$ cat src/rtl/gpio_cfg_pkg.sv
// Shared definitions for the openframe GPIO configuration chain: loader FSM
// state encoding, counter widths and default chain geometry.
package gpio_cfg_pkg;

    localparam int NUM_PADS_DEFAULT = 44;
    localparam int CFG_BITS_DEFAULT = 13;
    localparam int IDX_W            = 6;
    localparam int PHASE_W          = 8;

    localparam logic [2:0] ST_IDLE     = 3'd0;
    localparam logic [2:0] ST_FETCH    = 3'd1;
    localparam logic [2:0] ST_SHIFT_LO = 3'd2;
    localparam logic [2:0] ST_SHIFT_HI = 3'd3;
    localparam logic [2:0] ST_LOAD     = 3'd4;
    localparam logic [2:0] ST_DONE     = 3'd5;

    // Bits needed to hold a count running from cfg_bits down to 1.
    function automatic int bit_cnt_width(input int cfg_bits);
        return $clog2(cfg_bits + 1);
    endfunction

endpackage

$ cat src/rtl/gpio_serial_phase_timer.sv
// Phase timer: while run is high, tick fires once every CLK_DIV cycles and the
// count restarts, so back-to-back phases each last exactly CLK_DIV cycles.
module gpio_serial_phase_timer
    import gpio_cfg_pkg::*;
#(
    parameter int CLK_DIV = 4
) (
    input  logic clock,
    input  logic reset,
    input  logic run,
    output logic tick
);

    localparam logic [PHASE_W-1:0] LAST = PHASE_W'(CLK_DIV - 1);

    logic [PHASE_W-1:0] cnt;

    always_ff @(posedge clock or posedge reset) begin
        if (reset) begin
            cnt <= '0;
        end else if (!run || (cnt == LAST)) begin
            cnt <= '0;
        end else begin
            cnt <= cnt + PHASE_W'(1);
        end
    end

    assign tick = run && (cnt == LAST);

endmodule

$ cat src/rtl/gpio_serial_loader.sv
// Serial loader for the GPIO pad configuration chain: fetches one word per pad
// (highest index first), shifts it out MSB first, then strobes serial_load.
module gpio_serial_loader
    import gpio_cfg_pkg::*;
#(
    parameter int NUM_PADS = NUM_PADS_DEFAULT,
    parameter int CFG_BITS = CFG_BITS_DEFAULT,
    parameter int CLK_DIV  = 4
) (
    input  logic                clock,
    input  logic                reset,
    input  logic                start,
    output logic                cfg_req,
    output logic [IDX_W-1:0]    cfg_idx,
    input  logic [CFG_BITS-1:0] cfg_word,
    input  logic                cfg_valid,
    output logic                serial_clock,
    output logic                serial_data,
    output logic                serial_load,
    output logic                busy,
    output logic                done
);

    localparam int BCW = bit_cnt_width(CFG_BITS);

    logic [2:0]          state;
    logic [2:0]          state_n;
    logic [CFG_BITS-1:0] shreg;
    logic [BCW-1:0]      bits_left;
    logic                tick;
    logic                phase_run;
    logic                last_bit;

    assign phase_run = (state == ST_SHIFT_LO) || (state == ST_SHIFT_HI) || (state == ST_LOAD);
    assign last_bit  = (bits_left == BCW'(1));

    gpio_serial_phase_timer #(
        .CLK_DIV (CLK_DIV)
    ) u_phase_timer (
        .clock (clock),
        .reset (reset),
        .run   (phase_run),
        .tick  (tick)
    );

    always_comb begin
        state_n = state;
        case (state)
            ST_IDLE:     if (start) state_n = ST_FETCH;
            ST_FETCH:    if (cfg_valid) state_n = ST_SHIFT_LO;
            ST_SHIFT_LO: if (tick) state_n = ST_SHIFT_HI;
            ST_SHIFT_HI: begin
                if (tick) begin
                    if (!last_bit) begin
                        state_n = ST_SHIFT_LO;
                    end else if (cfg_idx != '0) begin
                        state_n = ST_FETCH;
                    end else begin
                        state_n = ST_LOAD;
                    end
                end
            end
            ST_LOAD:     if (tick) state_n = ST_DONE;
            ST_DONE:     state_n = ST_IDLE;
            default:     state_n = ST_IDLE;
        endcase
    end

    // Pad-facing strobes are registered from the next state so they never
    // glitch while the state register decodes.
    always_ff @(posedge clock or posedge reset) begin
        if (reset) begin
            state        <= ST_IDLE;
            cfg_req      <= 1'b0;
            serial_clock <= 1'b0;
            serial_load  <= 1'b0;
            busy         <= 1'b0;
            done         <= 1'b0;
        end else begin
            state        <= state_n;
            cfg_req      <= (state_n == ST_FETCH);
            serial_clock <= (state_n == ST_SHIFT_HI);
            serial_load  <= (state_n == ST_LOAD);
            busy         <= (state_n == ST_FETCH) || (state_n == ST_SHIFT_LO) ||
                            (state_n == ST_SHIFT_HI) || (state_n == ST_LOAD);
            done         <= (state_n == ST_DONE);
        end
    end

    // The current bit always sits in the MSB; the register only moves on a
    // word load or on the high-to-low edge, so data is stable while clock is high.
    always_ff @(posedge clock or posedge reset) begin
        if (reset) begin
            cfg_idx   <= '0;
            shreg     <= '0;
            bits_left <= '0;
        end else begin
            case (state)
                ST_IDLE: begin
                    if (start) cfg_idx <= IDX_W'(NUM_PADS - 1);
                end
                ST_FETCH: begin
                    if (cfg_valid) begin
                        shreg     <= cfg_word;
                        bits_left <= BCW'(CFG_BITS);
                    end
                end
                ST_SHIFT_HI: begin
                    if (tick) begin
                        if (last_bit) begin
                            if (cfg_idx != '0) cfg_idx <= cfg_idx - IDX_W'(1);
                        end else begin
                            shreg     <= {shreg[CFG_BITS-2:0], 1'b0};
                            bits_left <= bits_left - BCW'(1);
                        end
                    end
                end
                default: ;
            endcase
        end
    end

    assign serial_data = shreg[CFG_BITS-1];

endmodule

$ cat config.mk
export PLATFORM = sky130hd
export DESIGN_NAME = gpio_serial_loader
export DESIGN_NICKNAME = d
export VERILOG_FILES = /design/src/rtl/gpio_cfg_pkg.sv /design/src/rtl/gpio_serial_phase_timer.sv /design/src/rtl/gpio_serial_loader.sv
export SDC_FILE = /design/constraint.sdc
export NUM_CORES = 1
export LEC_CHECK = 0
export BUFFER_PORTS_ARGS = -buffer_cell sky130_fd_sc_hd__buf_2
export CAP_MARGIN = 20
export CORE_ASPECT_RATIO = 1.25
export CORE_MARGIN = 8
export CORE_UTILIZATION = 25
export CTS_CLUSTER_SIZE = 16
export DETAILED_ROUTE_END_ITERATION = 8
export PLACE_DENSITY_LB_ADDON = 0.3
export SYNTH_ARGS = -nofsm -noshare
export SYNTH_HDL_FRONTEND = slang
export SYNTH_SLANG_ARGS = --single-unit
$ cat constraint.sdc
create_clock -name clock -period 4.2 [get_ports clock]
set_input_delay 0.84 -clock clock [delete_from_list [all_inputs] [get_ports clock]]
set_output_delay 0.84 -clock clock [all_outputs]
set_load 0.005 [all_outputs]
# [Word-level counts from Yosys, hierarchy flattened]
# Cells that the tools add are included.
[totals] ff_bits=39 out_inout_bits=12 inputBits=17 wordCells=66
[classes] eq_ne=17 n_reduce_logical=14 muxes=22 addsub=3
[ops] cell="13-bit 2-to-1 mux" n=3
[ops] cell="13-bit one-hot mux with 2 select lines" n=1
[ops] cell="6-bit 2-to-1 mux" n=4
[ops] cell="3-bit 2-to-1 mux" n=7
[ops] cell="3-bit one-hot mux with 5 select lines" n=1
[ops] cell="3-bit by 2-bit == test with 1-bit output, second input constant" n=4
[ops] cell="4-bit 2-to-1 mux" n=3
[ops] cell="6-bit one-hot mux with 2 select lines" n=1
[ops] cell="2-bit != test, second input constant" n=5
[ops] cell="3-bit == test, second input constant" n=3
[ops] cell="8-bit by 1-bit adder with 8-bit output, second input constant" n=1
[ops] cell="8-bit by 2-bit == test with 1-bit output, second input constant" n=1
[ops] cell="8-bit 2-to-1 mux" n=1
[ops] cell="4-bit one-hot mux with 2 select lines" n=1
[ops] cell="3-bit by 1-bit == test with 1-bit output, second input constant" n=2
[ops] cell="1-bit logical OR" n=6
[ops] cell="6-bit nonzero test" n=1
[ops] cell="6-bit by 1-bit subtractor with 6-bit output, second input constant" n=1
[ops] cell="5-bit AND reduction" n=1
[ops] cell="4-bit by 1-bit == test with 1-bit output, second input constant" n=1
[ops] cell="4-bit AND reduction" n=1
[ops] cell="2-bit nonzero test" n=2
[ops] cell="4-bit by 1-bit subtractor with 4-bit output, second input constant" n=1
[ops] cell="3-bit zero test" n=1
[ops] cell="other kinds (3)" n=3

# [Logic depth before layout (Yosys ltp)]
# Gate-level depths: netlist of the first run.
[logic_depth] word_depth=10 ltp_mapped=8 depth_no_buf=7

# [Hierarchy]
# A second synthesis of the first run with hierarchy kept.
[hier_totals] cells_unflattened=217 hier_area_um2=2074.5
[by_module_without_submodules] mod="gpio_serial_loader" area_per_inst_um2=1671.6 cells_per_inst=177 n_inst=1
[by_module_without_submodules] mod="gpio_serial_phase_timer" area_per_inst_um2=402.9 cells_per_inst=40 n_inst=1

# [Least setup slack after synthesis of the first run]
# No wires, ideal clock.
[synth_path] path_type="register to register" from="register cfg_idx[0]" to="register busy" t_arrival_ns=1.864 setup_time_ns=0.067 slack_ns=2.269 stages_incl_launch_ff=8 path_buffers=0 period_less_slack_ns=1.931 path_cell_list="dfrtp_1 -> inv_1 -> ha_1 -> or3b_4 -> o311ai_4 -> o21ai_2 -> nor3_4 -> o32a_1"
[synth_via] elab_chain_len=9
[synth_rtl] item="start, declared" line="gpio_serial_loader.sv:14" text="output logic [IDX_W-1:0] cfg_idx,"
[synth_rtl] item="start signal, assigned" line="gpio_serial_loader.sv:100" text="if (start) cfg_idx <= IDX_W'(NUM_PADS - 1);"
[synth_rtl] item="start signal, assigned" line="gpio_serial_loader.sv:111" text="if (cfg_idx != '0) cfg_idx <= cfg_idx - IDX_W'(1);"
[synth_rtl] item="6-bit nonzero test *" line="gpio_serial_loader.sv:56" text="end else if (cfg_idx != '0) begin"
[synth_rtl] item="3-bit 2-to-1 mux *" line="gpio_serial_loader.sv:56"
[synth_rtl] item="3-bit 2-to-1 mux *" line="gpio_serial_loader.sv:54" text="if (!last_bit) begin"
[synth_rtl] item="3-bit 2-to-1 mux *" line="gpio_serial_loader.sv:53" text="if (tick) begin"
[synth_rtl] item="3-bit one-hot mux with 5 select lines *" line="gpio_serial_loader.sv:48" text="case (state)"
[synth_rtl] item="3-bit by 1-bit == test with 1-bit output / 3-bit by 2-bit == test with 1-bit output (equally long branches)" line="gpio_serial_loader.sv:84" text="busy <= (state_n == ST_FETCH) || (state_n == ST_SHIFT_LO) ||"
[synth_rtl] item="1-bit logical OR (2 in a row)" line="gpio_serial_loader.sv:84"
[synth_rtl] item="1-bit logical OR *" line="gpio_serial_loader.sv:85" text="(state_n == ST_SHIFT_HI) || (state_n == ST_LOAD);"
[synth_rtl] item="end signal, assigned" line="gpio_serial_loader.sv:84"
[synth_rtl] item="end, declared" line="gpio_serial_loader.sv:20" text="output logic busy,"
# Mark *: on every way between the ends. The rest lies on a longest branch, timed or not.
# A chain may end at the register's enable or synchronous reset.

# [Worst setup path in the final report of the first run]
[layout_path] from="register state[2]" to="register cfg_idx[2]"
[layout_via] elab_chain_len=6
[layout_rtl] item="start, declared" line="gpio_serial_loader.sv:26" text="logic [2:0] state;"
[layout_rtl] item="start signal, assigned" line="gpio_serial_loader.sv:80" text="state <= state_n;"
[layout_rtl] item="3-bit by 2-bit == test with 1-bit output, on equally long branches" line="gpio_serial_loader.sv:34, gpio_serial_loader.sv:98"
[layout_rtl] item="1-bit logical OR (2 in a row)" line="gpio_serial_loader.sv:34" text="assign phase_run = (state == ST_SHIFT_LO) || (state == ST_SHIFT_HI) || (state == ST_LOAD);"
[layout_rtl] item="1-bit logical AND" line="gpio_serial_phase_timer.sv:28" text="assign tick = run && (cnt == LAST);"
[layout_rtl] item="2-bit != test (no line)"
[layout_rtl] item="5-bit AND reduction (no line)"
# Parallel ways exist; a longest one is shown, timed or not.

==> results of run 1 <==
-- worst max-delay path, stage by stage, from the launching register on --
cell      delay [ns]
dfrtp_1         0.46
and3b_1         0.82
o311ai_4        0.29
a22oi_1         0.40
nand2_1         0.12
mux2i_1         0.13
-- worst paths after layout --
| kind | start | end | cells past startpoint |
|---|---|---|---|
| worst min register to register | u_phase_timer.cnt[0]$_DFF_PP0_ | u_phase_timer.cnt[0]$_DFF_PP0_ | 1 |
| min in group asynchronous | reset | bits_left[1]$_DFFE_PP0P_ | 3 |
| max in group asynchronous | reset | cfg_idx[0]$_DFFE_PP0P_ | 3 |
| worst min-delay path | u_phase_timer.cnt[0]$_DFF_PP0_ | u_phase_timer.cnt[0]$_DFF_PP0_ | 1 |
| worst max-delay path | state[2]$_DFF_PP0_ | cfg_idx[2]$_DFFE_PP0P_ | 5 |
| worst max register to register | state[2]$_DFF_PP0_ | cfg_idx[2]$_DFFE_PP0P_ | 5 |
-- power breakdown --
group | switching (mW) | internal [mW] | leakage (nW) | total, mW
clock network | 0.130 | 0.150 | 0.0515 | 0.280
registers | 0.103 | 0.506 | 0.460 | 0.609
logic | 0.355 | 0.241 | 0.537 | 0.596
-- cells in the final DEF, fill, tap and decap left out, drive strengths merged --
cell type,netlist,final
clkbuf,2,8
inv,11,11
nor3,4,4
mux2i,2,2
o311ai,1,1
xnor2,5,5
a21boi,1,1
a21oi,2,2
a221oi,2,2
nand3b,2,2
nand4bb,1,1
buf,7,30
ha,4,4
dfrtp,39,39
o211a,2,2
o21ai,5,5
nor4,2,2
nand3,6,6
o32ai,1,1
nand2b,1,1
nand4,1,1
or3b,1,1
nor3b,2,2
a41oi,1,1
a31oi,13,13
nor2b,1,1
nor4b,2,2
xor2,6,6
o32a,1,1
and2,3,3
and3b,1,1
nor2,30,30
and3,3,3
a22oi,1,1
nand2,37,37
o21a,1,1
-- cell families (layout without fill, tap and decap cells) --
logic type                 Yosys count  in the layout  share of synthesized area [%]
muxes                                2              2                          1.033
buffers and inverters               20             49                          4.455
DFF                                 39             39                          50.36
AOI/OAI and AO/OA                   31             31                          12.27
xor gates and xnor gates            11             11                          4.971
and+or+nand+nor                     97             97                          24.34
adders and majority gates            4              4                          2.582
-- state kept, by name, indices dropped and copies added (netlist names), 3 cells and up --
register	count
shreg	13
state	3
bits_left	4
u_phase_timer.cnt	8
cfg_idx	6
-- Yosys cell counts (all sizes together), types with 2 or more instances --
cell    number
a21oi        2
o21ai        5
xnor2        5
nor3b        2
and2         3
mux2i        2
nor3         4
and3         3
inv         11
clkbuf       2
o211a        2
nor4b        2
nand3        6
nand2       37
buf          7
a31oi       13
nand3b       2
a221oi       2
nor2        30
ha           4
dfrtp       39
xor2         6
nor4         2
-- layer usage --
layer	wire length, um	track usage, %	up-vias
li1	-	-	750
met1	1822	9.708	707
met2	2099	14.03	18
met3	80	1.378	6
met4	109	5.010	0
met5	0	0	-
-- final cells by class --
type                    instances  area, um2
multi-input cells             145      879.6
inverters                      11      41.29
clock buffers                   8      100.1
well taps                      95      118.9
fillers                       847       5379
repair buffers                 30      162.7
flip-flops and latches         39      975.9
==> flow_metrics.py, run 1 <==
metrics = {
    "run_status": {
        "outcome": "completed",
    },
    "clocking": {
        "cts_hold_buffers": 0,
        "cts.clk_slew.worst_paths_ns": 0.08,
        "cts_tree": "done",
        "ctsResizeCount": 0,
        "cts_buffer_depth": 2,
        "clk_latency_ns": 0.29,
        "root_buffer": "clkbuf_8",
        "cts_max_level": 2,
        "post_cts.repair.setup_buffers": 0,
        "numCtsBuffers": 5,
        "clock_sinks": 39,
    },
    "global_routing": {
        "grt_pass1_wl_mm": 7.320,
        "track_usage_pct": 8.382,
        "gr-total-overflow": 0,
        "grt_max_degree": 40,
        "grt_pass1_vias": 1574,
        "antenna_found_initial": 0,
    },
    "hold_path": {
        "hp-class": "reg -> reg",
    },
    "yosys": {
        "synthDistinctLibCells": 43,
        "synthCells": 204,
        "synth_enable_flop_cells": 0,
        "synth.top_cell.area_share_pct": 50.36,
        "yosysTopAreaCell": "dfrtp_1",
        "synth_nets": 225,
        "synthArstFlopShare_pct": 100.0,
        "synth_seq_area_share_pct": 50.36,
        "synth_ff_type": "dfrtp_1",
        "synthTopCellsByArea": "dfrtp_1 (50%), nand2_1 (7.2%), nor2_1 (5.8%)",
        "synth_area_mm2": 0.001938,
        "syn_avg_cell_area_um2": 9.501,
        "ys_ff_latch": 39,
        "ys.warnings.count": 0,
    },
    "place": {
        "hpwl_mm": 2.949,
        "dp.cells": 319,
        "place_area_mm2": 0.002163,
        "place_ws_ns": 1.454,
        "port_buffers": 28,
        "globalplace.congestion": 0.7628,
    },
    "sta": {
        "period_share_pct": 55.47,
        "fin_crit_ns": 2.330,
        "slew_headroom_pct": 42.51,
        "finClkSkew_ns": 0.005900,
        "finalHoldViolCount": 0,
        "timing.fmax_mhz": 429.2,
        "drv_slew": 0,
        "holdWs_ns": 0.5160,
        "worst_pin_slew_ns": 0.8624,
        "fin_setup_tns_ns": 0,
        "worst_slack_ns": 1.870,
        "final-setup-viol-count": 0,
        "grt_setup_unrepaired": "false",
    },
    "floorplan": {
        "fp.coreArea_mm2": 0.007657,
        "core.rowCount": 36,
        "die_x_um": 94.75,
        "die-area_mm2": 0.01084,
        "start_util_pct": 25.31,
        "ios": 29,
        "die_h_um": 114.4,
    },
    "drt": {
        "via_per_inst": 4.515,
        "ant_nets": 0,
        "vias": 1481,
        "drt_iter0_markers": 51,
        "first_pass_iters": 4,
        "drcViolationCount": 0,
        "routedWlPerCell_um": 12.53,
        "wirelength_mm": 4.111,
    },
    "critical_path": {
        "critPathRequiredTime_ns": 4.38,
        "cp-end-kind": "flip-flop",
        "cp-start-kind": "flip-flop",
        "critical_path_class": "reg -> reg",
        "crit_arrival_ns": 2.51,
        "path_max_fanout": 21,
        "rrSetupSlack_ns": 1.87,
    },
    "power_and_ir_drop": {
        "finalPower_mw": 1.485,
        "ir_worst_vdd_uv": 186.0,
        "power_leakage_nw": 1.048,
        "p_per_area_mw_per_mm2": 651.5,
    },
    "final_layout": {
        "area_growth_pct": 17.56,
        "drive_above_1_share_pct": 19.31,
        "fin_cells": 328,
        "num_antenna_cells": 0,
        "nets": 253,
        "final_cell_area_mm2": 0.002278,
        "postLayoutCoreUtil_pct": 29.75,
    },
    "flow_run": {
        "cap_violations": 0,
    },
}
(Power assumes the default switching activity.)
==> run 2: changes to the inputs <==
clock period = 2.07 ns   (was 4.2 ns; I/O delays follow)
==> flow_metrics.py, run 2 (synthesis gave the netlist of run 1 again) <==
metrics = {
    "run_status": {
        "outcome": "completed",
    },
    "place": {
        "dp.cells": 334,
        "globalplace.congestion": 0.7449,
        "port_buffers": 28,
        "hpwl_mm": 3.105,
    },
    "clocking": {
        "clk_latency_ns": 0.30,
        "cts_hold_buffers": 0,
        "cts_max_level": 2,
        "cts.clk_slew.worst_paths_ns": 0.08,
        "numCtsBuffers": 5,
        "cts_buffer_depth": 2,
        "clock_sinks": 39,
        "cts_tree": "done",
        "root_buffer": "clkbuf_8",
    },
    "floorplan": {
        "die_h_um": 114.4,
        "die_x_um": 94.75,
        "core.rowCount": 36,
        "ios": 29,
        "fp.coreArea_mm2": 0.007657,
        "start_util_pct": 25.31,
        "die-area_mm2": 0.01084,
    },
    "sta": {
        "drv_slew": 0,
        "fin_setup_tns_ns": 0,
        "worst_pin_slew_ns": 0.5156,
        "holdWs_ns": 0.2372,
        "final-setup-viol-count": 0,
        "slew_headroom_pct": 65.63,
        "grt_setup_unrepaired": "true",
        "period_share_pct": 98.81,
        "timing.fmax_mhz": 488.9,
        "finalHoldViolCount": 0,
        "fin_crit_ns": 2.045,
        "finClkSkew_ns": 0.007948,
    },
    "final_layout": {
        "final_common_cell": "dfrtp_1",
        "area_growth_pct": 25.37,
        "largest_reg_flops": 13,
        "nets": 268,
        "final_cell_mix": "dfrtp_1 (39), nand2_1 (37), nor2_1 (30), buf_2 (28), buf_4 (16)",
        "num_antenna_cells": 0,
        "regMostFlops": "shreg",
        "drive_above_1_share_pct": 25.40,
        "reg_top3": "shreg (13), u_phase_timer.cnt (8), cfg_idx (6)",
        "fin_cells": 343,
    },
    "power_and_ir_drop": {
        "p_per_area_mw_per_mm2": 1385,
        "swShare_pct": 37.72,
        "ir_worst_vdd_uv": 441.0,
        "power_frac_clock_pct": 20.0,
        "switchingPower_mw": 1.269,
        "comb_power_share_pct": 43.7,
        "power_leakage_nw": 1.142,
        "power.share.sequential_pct": 36.4,
        "finalPower_mw": 3.365,
        "p_int_mw": 2.096,
    },
    "critical_path": {
        "cp-start-kind": "flip-flop",
        "crit_arrival_ns": 2.29,
        "r2r_cells": 7,
        "critPathLaunch": "cfg_idx[0]$_DFFE_PP0P_",
        "cp-end-kind": "flip-flop",
        "crit-reg2reg-launch": "cfg_idx[0]$_DFFE_PP0P_",
        "critical_path_class": "reg -> reg",
        "critPathRequiredTime_ns": 2.31,
        "path_max_fanout": 6,
    },
    "global_routing": {
        "grt_pass1_vias": 1621,
        "gr-total-overflow": 0,
        "track_usage_pct": 8.851,
        "antenna_found_initial": 0,
        "grt_max_degree": 40,
        "grt_pass1_wl_mm": 7.693,
    },
    "drt": {
        "drcViolationCount": 0,
        "first_pass_iters": 4,
        "routedWlPerCell_um": 12.50,
        "vias": 1521,
        "drt_iter0_markers": 68,
        "wirelength_mm": 4.288,
        "via_per_inst": 4.434,
        "ant_nets": 0,
    },
    "flow_run": {
        "cap_violations": 0,
    },
    "hold_path": {
        "hp-class": "in -> async",
    },
}
==> run 2: changes by cell type in the layout (fill, tap and decap cells not counted), sizes merged <==
cell and change:
buf +15, bufinv +1, clkbuf -2, clkinv +1
==> run 2: critical path: stages (launching register included) <==
cell	delay, ns
dfrtp_1	0.38
inv_1	0.06
ha_1	0.15
or3b_4	0.41
o311ai_4	0.39
o21ai_2	0.15
nor3_4	0.27
o32a_1	0.18
==> run 2: path summary, 6_finish.rpt <==
check / endpoint / slack, ns
setup / recovery: busy$_DFF_PP0_ / 0.02
hold / removal: u_phase_timer.cnt[4]$_DFF_PP0_ / 0.24
setup reg to reg: busy$_DFF_PP0_ / 0.02
hold reg to reg: shreg[2]$_DFFE_PP0P_ / 0.53
max in group asynchronous: shreg[3]$_DFFE_PP0P_ / 1.47
min in group clock: shreg[0]$_DFFE_PP0P_ / 0.36
==> run 2: through the flow <==
step	worst slack, ns	utilization, %	area, um2
floorplan	0.1391	-	1938
global placement	0.08747	29.89	2288
detailed placement	0.02723	29.89	2288
CTS	0.01612	31.42	2406
global route	-0.1040	31.73	2430
finish	0.02469	31.73	2430
==> run 2: what timing repair did <==
item	4_1_cts	5_1_grt
setup buffers	0	1
gates resized for setup	0	3
endpoints found under the setup margin	0	22
endpoints found under the hold margin	0	0
==> run 2: routing by layer <==
layer  up-vias  GRT usage (%)  wire length (um)  part of all wire (%)
met5         -              0                 0                     0
met4         0          4.697               106                   2.5
met3         5          1.575               111                   2.6
met2        18          14.54              2153                    50
met1       724          10.63              1917                    45
li1        774              -                 -                     -
==> run 2: power by group through the flow <==
stage                     Combinational (mW)  Clock, mW  Sequential, mW
final                                   1.47      0.672            1.22
after global routing                    1.69      0.714            1.27
after CTS                               1.45      0.691            1.22
after detailed placement                1.45          0            1.24
after global placement                  1.44          0            1.23
after floorplan                        0.981          0            1.19
==> run 2: layout make-up <==
class | instances | area, um2
fillers | 818 | 5228
repair buffers | 45 | 280.3
flip-flops and latches | 39 | 975.9
inverters | 11 | 41.29
clock inverters | 2 | 35.03
well taps | 95 | 118.9
multi-input cells | 145 | 895.9
clock buffers | 6 | 82.58
